--- src/rtl/switch_select_encoder_pkg.sv ---
// Constants shared by the switch-select encoder, the LED demux top and the
// count_and_toggle users, plus the press-to-code priority encoder.
package switch_select_encoder_pkg;

  localparam int DEBOUNCE_LIMIT_DEFAULT = 250000;  // 10 ms at 25 MHz
  localparam int SEL_W  = 2;
  localparam int NUM_SW = 4;

  // Lowest-numbered rising switch wins; the others in the same cycle are dropped.
  function automatic logic [SEL_W-1:0] prio_encode(input logic [NUM_SW-1:0] rise);
    logic [SEL_W-1:0] code;
    code = '0;
    for (int i = NUM_SW - 1; i >= 0; i--) begin
      if (rise[i]) code = SEL_W'(i);
    end
    return code;
  endfunction

endpackage

--- src/rtl/switch_select_encoder_debounce_filter.sv ---
// Per-switch 2-flop synchroniser followed by a consecutive-cycle debounce
// counter; the stable output flips only after DEBOUNCE_LIMIT disagreeing cycles.
module debounce_filter
  import switch_select_encoder_pkg::*;
#(
  parameter int DEBOUNCE_LIMIT = DEBOUNCE_LIMIT_DEFAULT
) (
  input  logic i_clk,
  input  logic i_rst_n,
  input  logic i_raw,
  output logic o_stable
);

  localparam int CW = (DEBOUNCE_LIMIT > 2) ? $clog2(DEBOUNCE_LIMIT) : 1;
  localparam logic [CW-1:0] CNT_MAX = CW'(DEBOUNCE_LIMIT - 1);

  logic          sync1_q;
  logic          sync2_q;
  logic          stable_q;
  logic          stable_d;
  logic [CW-1:0] cnt_q;
  logic [CW-1:0] cnt_d;

  // Any cycle agreeing with the stable state forfeits the whole count.
  always_comb begin
    stable_d = stable_q;
    cnt_d    = '0;
    if (sync2_q != stable_q) begin
      if (cnt_q == CNT_MAX) begin
        stable_d = sync2_q;
      end else begin
        cnt_d = cnt_q + CW'(1);
      end
    end
  end

  always_ff @(posedge i_clk or negedge i_rst_n) begin
    if (!i_rst_n) begin
      sync1_q  <= 1'b0;
      sync2_q  <= 1'b0;
      stable_q <= 1'b0;
      cnt_q    <= '0;
    end else begin
      sync1_q  <= i_raw;
      sync2_q  <= sync1_q;
      stable_q <= stable_d;
      cnt_q    <= cnt_d;
    end
  end

  assign o_stable = stable_q;

endmodule

--- src/rtl/switch_select_encoder.sv ---
// Turns four raw push buttons into the registered 2-bit select code of the
// most recently pressed button, with a per-press valid pulse and a held flag.
module switch_select_encoder
  import switch_select_encoder_pkg::*;
#(
  parameter int DEBOUNCE_LIMIT = DEBOUNCE_LIMIT_DEFAULT
) (
  input  logic i_clk,
  input  logic i_rst_n,
  input  logic i_switch_1,
  input  logic i_switch_2,
  input  logic i_switch_3,
  input  logic i_switch_4,
  output logic o_sel0,
  output logic o_sel1,
  output logic o_valid,
  output logic o_any
);

  logic [NUM_SW-1:0] raw;
  logic [NUM_SW-1:0] stable;
  logic [NUM_SW-1:0] stable_d_q;
  logic [NUM_SW-1:0] rise;
  logic [SEL_W-1:0]  sel_q;
  logic [SEL_W-1:0]  sel_d;
  logic              valid_q;
  logic              valid_d;
  logic              any_q;
  logic              any_d;

  assign raw = {i_switch_4, i_switch_3, i_switch_2, i_switch_1};

  for (genvar k = 0; k < NUM_SW; k++) begin : g_db
    debounce_filter #(
      .DEBOUNCE_LIMIT(DEBOUNCE_LIMIT)
    ) u_db (
      .i_clk   (i_clk),
      .i_rst_n (i_rst_n),
      .i_raw   (raw[k]),
      .o_stable(stable[k])
    );
  end

  // Only presses select; releases and held combinations leave the code alone.
  assign rise = stable & ~stable_d_q;

  always_comb begin
    sel_d   = sel_q;
    valid_d = |rise;
    any_d   = |stable;
    if (|rise) sel_d = prio_encode(rise);
  end

  always_ff @(posedge i_clk or negedge i_rst_n) begin
    if (!i_rst_n) begin
      stable_d_q <= '0;
      sel_q      <= '0;
      valid_q    <= 1'b0;
      any_q      <= 1'b0;
    end else begin
      stable_d_q <= stable;
      sel_q      <= sel_d;
      valid_q    <= valid_d;
      any_q      <= any_d;
    end
  end

  assign o_sel0  = sel_q[0];
  assign o_sel1  = sel_q[1];
  assign o_valid = valid_q;
  assign o_any   = any_q;

endmodule

--- config.mk ---
export PLATFORM = sky130hd
export DESIGN_NAME = switch_select_encoder
export DESIGN_NICKNAME = d
export VERILOG_FILES = /design/src/rtl/switch_select_encoder_pkg.sv /design/src/rtl/switch_select_encoder_debounce_filter.sv /design/src/rtl/switch_select_encoder.sv
export SDC_FILE = /design/constraint.sdc
export NUM_CORES = 1
export LEC_CHECK = 0
export CORE_MARGIN = 3
export CORE_UTILIZATION = 40
export DETAILED_ROUTE_END_ITERATION = 10
export PLACE_DENSITY = 0.56
export SYNTH_ARGS = -nofsm -noshare
export SYNTH_HDL_FRONTEND = slang
export SYNTH_SLANG_ARGS = --single-unit
--- constraint.sdc ---
create_clock -name i_clk -period 2.9 [get_ports i_clk]
set_clock_uncertainty 0.05 [all_clocks]
set_input_delay 0.58 -clock i_clk [delete_from_list [all_inputs] [get_ports i_clk]]
set_output_delay 0.58 -clock i_clk [all_outputs]
set_load 0.1 [all_outputs]
==> run_results.csv <==
group,metric,value,unit
sta,setup_viol,0,
setup_path,path_delay_family,"simple AND/OR/NAND/NOR gates",
synth,ys_warn_count,0,
route,via_count,2952,
power_and_ir_drop,worst_ir_drop_vdd,0.3408,mV
clock_tree,ctsHoldBuffers,0,
synth,synthDistinctLibCells,39,
synth,synth.avg_cell_area,10.39,sq um
die,die_area,12000,sq um
sta,finalCritPeriodShare,76.88,%
setup_path,worst_path_max_delay_cell,"or4_4",
synth,synthSimpleGateAreaFrac,25.18,%
setup_path,worstSetupEndpointType,"flop",
synth,post_synth_main_area_contributors,"dfrtp_1 54%, xnor2_1 7.8%, nor2_1 6.7%, xor2_1 4.1%, nand3_1 3.4%",
final_layout,number_of_antenna_repair_diodes,0,
sta,timing.fmax,448.5,MHz
setup_path,worstPathMaxFanout,18,
power_and_ir_drop,power_density,510.2,nW/um^2
clock_tree,clk_root_buffer_cell,"clkbuf_8",
clock_tree,cts.sinks,92,
flow_run,drv_cap,0,
clock_tree,clk_pin_slew,0.10,ns
final_layout,fraction_of_final_layout_cells_with_drive_strength_greater_than_1,9.153,%
synth,synth-xor-area-share,11.84,%
setup_path,criticalPathCategory,"flop to flop",
final_layout,final_net_count,442,
sta,max_transition_viols_final,0,
setup_path,worstPathBufferInverterCount,0,
setup_path,timing.critical_path.cells,"or4b_1, or4_4, o21ai_4, nor2_1",
sta,setup_tns,0,ns
final_layout,layout.cells.most_common_list,"92 x dfrtp_1, 76 x nor2_1, 38 x xnor2_1",
final_layout,final-seq-area,2302,sq um
sta,slew_headroom,60.91,%
route,wire_per_inst,13.37,microns
final_layout,syn_to_final_growth,11.96,%
route,detailedRoute.firstPassIterationCount,5,
synth,synth_compound_area_share,4.959,%
die,fp-row-count,37,
synth,post_synth_fa_ha_maj_area_fraction,1.167,%
setup_path,timing.critical_path.slowest_cell_delay,0.54,ns
route,dr.first_iter.drc_count,142,
final_layout,final_area,4802,sq um
placed_design,place.gp.congestion,0.7575,
global_routing,first_global_vias,2923,
synth,synth.net_count,423,
synth,synth.ff_latch_count,92,
run_status,outcome,"finished clean",
setup_path,cp.required,3.06,ns
sta,rsz0062_at_grt,"false",
synth,netlist.area_leader.share,53.68,%
synth,synth_top_cell_by_area,"dfrtp_1",
sta,finalHoldViolations,0,
placed_design,hpwl,5.186,mm
global_routing,grt_antenna_before_repair,0,
clock_tree,cts_post_setup_buffers_inserted,0,
synth,synth_top_flop_cell,"dfrtp_1",
clock_tree,clk_path_buf_depth,2,
placed_design,placement.cell_area,4556,sq um
global_routing,grt_usage,14.31,%
final_layout,fillers,992,
die,coreArea,10370,sq um
synth,post_synth_mux_area_share,1.050,%
global_routing,grt_first_pass_wirelength,13.71,mm
synth,async_reset_ff_share,100.0,%
synth,synth_instances,413,
synth,largest_family_of_logic_cells_by_synthesized_area,"simple AND/OR/NAND/NOR gates",
global_routing,grt_ovf,0,
route,detail_route.drc_violations,0,
global_routing,grt_start_max_net_pins,48,
die,floorplan.die.height,109.6,microns
clock_tree,cts_inserted_buffers,9,
final_layout,commonest_non_fill_non_tap_cell_in_the_layout,"dfrtp_1",
die,boundaryPins,10,
clock_tree,post_cts_sizing_count,0,
min_path,min-delay-path-class,"primary input to asynchronous set/reset pin",
sta,final_period_minus_worst_setup_slack,2.229,ns
clock_tree,maximum_level_of_the_cts_h_tree,3,
final_layout,multiInputGateArea,1896,sq um
sta,worst_slew_pin_slew,0.5863,ns
placed_design,portBuffers,9,
power_and_ir_drop,leakage,0.001941,uW
clock_tree,tritoncts,"done",
synth,post_synth_edffs,0,
die,fp.dieW,109.6,microns
sta,whs,0.1616,ns
synth,sequential_share_of_the_synthesized_area,53.68,%
final_layout,fraction_of_the_core_area_covered_by_cells_at_the_end_of_the_flow,46.31,%
synth,netlist_area,4289,sq um
route,detail-route-antenna-nets,0,
route,totalWireLength,7.661,mm
setup_path,cp_data_arrival_time,2.39,ns
die,initial_core_util,41.36,%
setup_path,worst_setup_path_start_kind,"flop",
clock_tree,clk-insertion-delay-late,0.36,ns
route,vias_per_cell,5.152,
## final timing paths
kind | startpoint | end | slack (ns) | cells after the start
setup / recovery | g_db[0].u_db.cnt_q[13] | g_db[0].u_db.cnt_q[4] | 0.67 | 4
hold reg to reg | g_db[0].u_db.sync1_q | g_db[0].u_db.sync2_q | 0.30 | 0
min in group i_clk | g_db[0].u_db.sync1_q | g_db[0].u_db.sync2_q | 0.30 | 0
hold / removal | i_rst_n | g_db[1].u_db.cnt_q[12] | 0.16 | 1
max in group asynchronous | i_rst_n | g_db[0].u_db.o_stable | 1.98 | 2
setup reg to reg | g_db[0].u_db.cnt_q[13] | g_db[0].u_db.cnt_q[4] | 0.67 | 4
## metrics by stage
stage,setup WS (ns),instances,total power [uW]
3_5_place_dp,0.6764,557,1433
4_1_cts,0.6653,573,2503
5_1_grt,0.5313,573,2578
3_3_place_gp,0.7136,557,1431
6_report,0.6706,573,2450
2_1_floorplan,0.8362,413,1382
## flip-flops by register name, summed over array words and instances (netlist names)
signal and count:
o_valid 1, g_db.u_db.cnt_q 72, g_db.u_db.sync2_q 4, stable_d_q 4, g_db.u_db.sync1_q 4, g_db.u_db.o_stable 4, o_any 1, sel_q 2
## power by group
part	switching (uW)	internal (uW)
Clock	463	584
Combinational	56.1	29.8
Sequential	16.6	1300
Total	536	1910
## per-layer routing
layer / global-route usage, % / part of all wire, % / vias up
li1: - / - / 1483
met1: 19.30 / 51 / 1431
met2: 22.80 / 46 / 31
met3: 3.171 / 2.5 / 7
met4: 4.898 / 1.1 / 0
met5: 0 / 0 / -
## layout make-up
cell class              instances  share of cell area [%]
clock buffers                  10                   2.658
clock inverters                 6                   2.475
inverters                      12                  0.9380
multi-input cells             301                   39.47
flip-flops and latches         92                   47.94
well taps                     136                   3.544
repair buffers                 16                   2.970
## kinds of logic after synthesis
logic type | after synthesis
compound gates | 27
xor+xnor | 58
fa+ha+maj | 4
buf+inv | 20
flops | 92
mux | 4
simple gates | 208
## synth_stat cells, types with 3 or more instances
| master | n |
|---|---|
| nor2_1 | 76 |
| ha_1 | 4 |
| o31ai_1 | 3 |
| inv_1 | 12 |
| nor3_1 | 11 |
| and4_1 | 6 |
| o21ai_0 | 5 |
| nand4_1 | 17 |
| xnor2_1 | 38 |
| xor2_1 | 20 |
| or3_1 | 5 |
| buf_2 | 4 |
| a21oi_1 | 11 |
| nand2_1 | 21 |
| nor2b_1 | 6 |
| nand3_1 | 29 |
| dfrtp_1 | 92 |
| mux2_2 | 4 |
| nor4_1 | 17 |
| or4_1 | 7 |
Note: power is estimated with default switching activity, not from simulation.
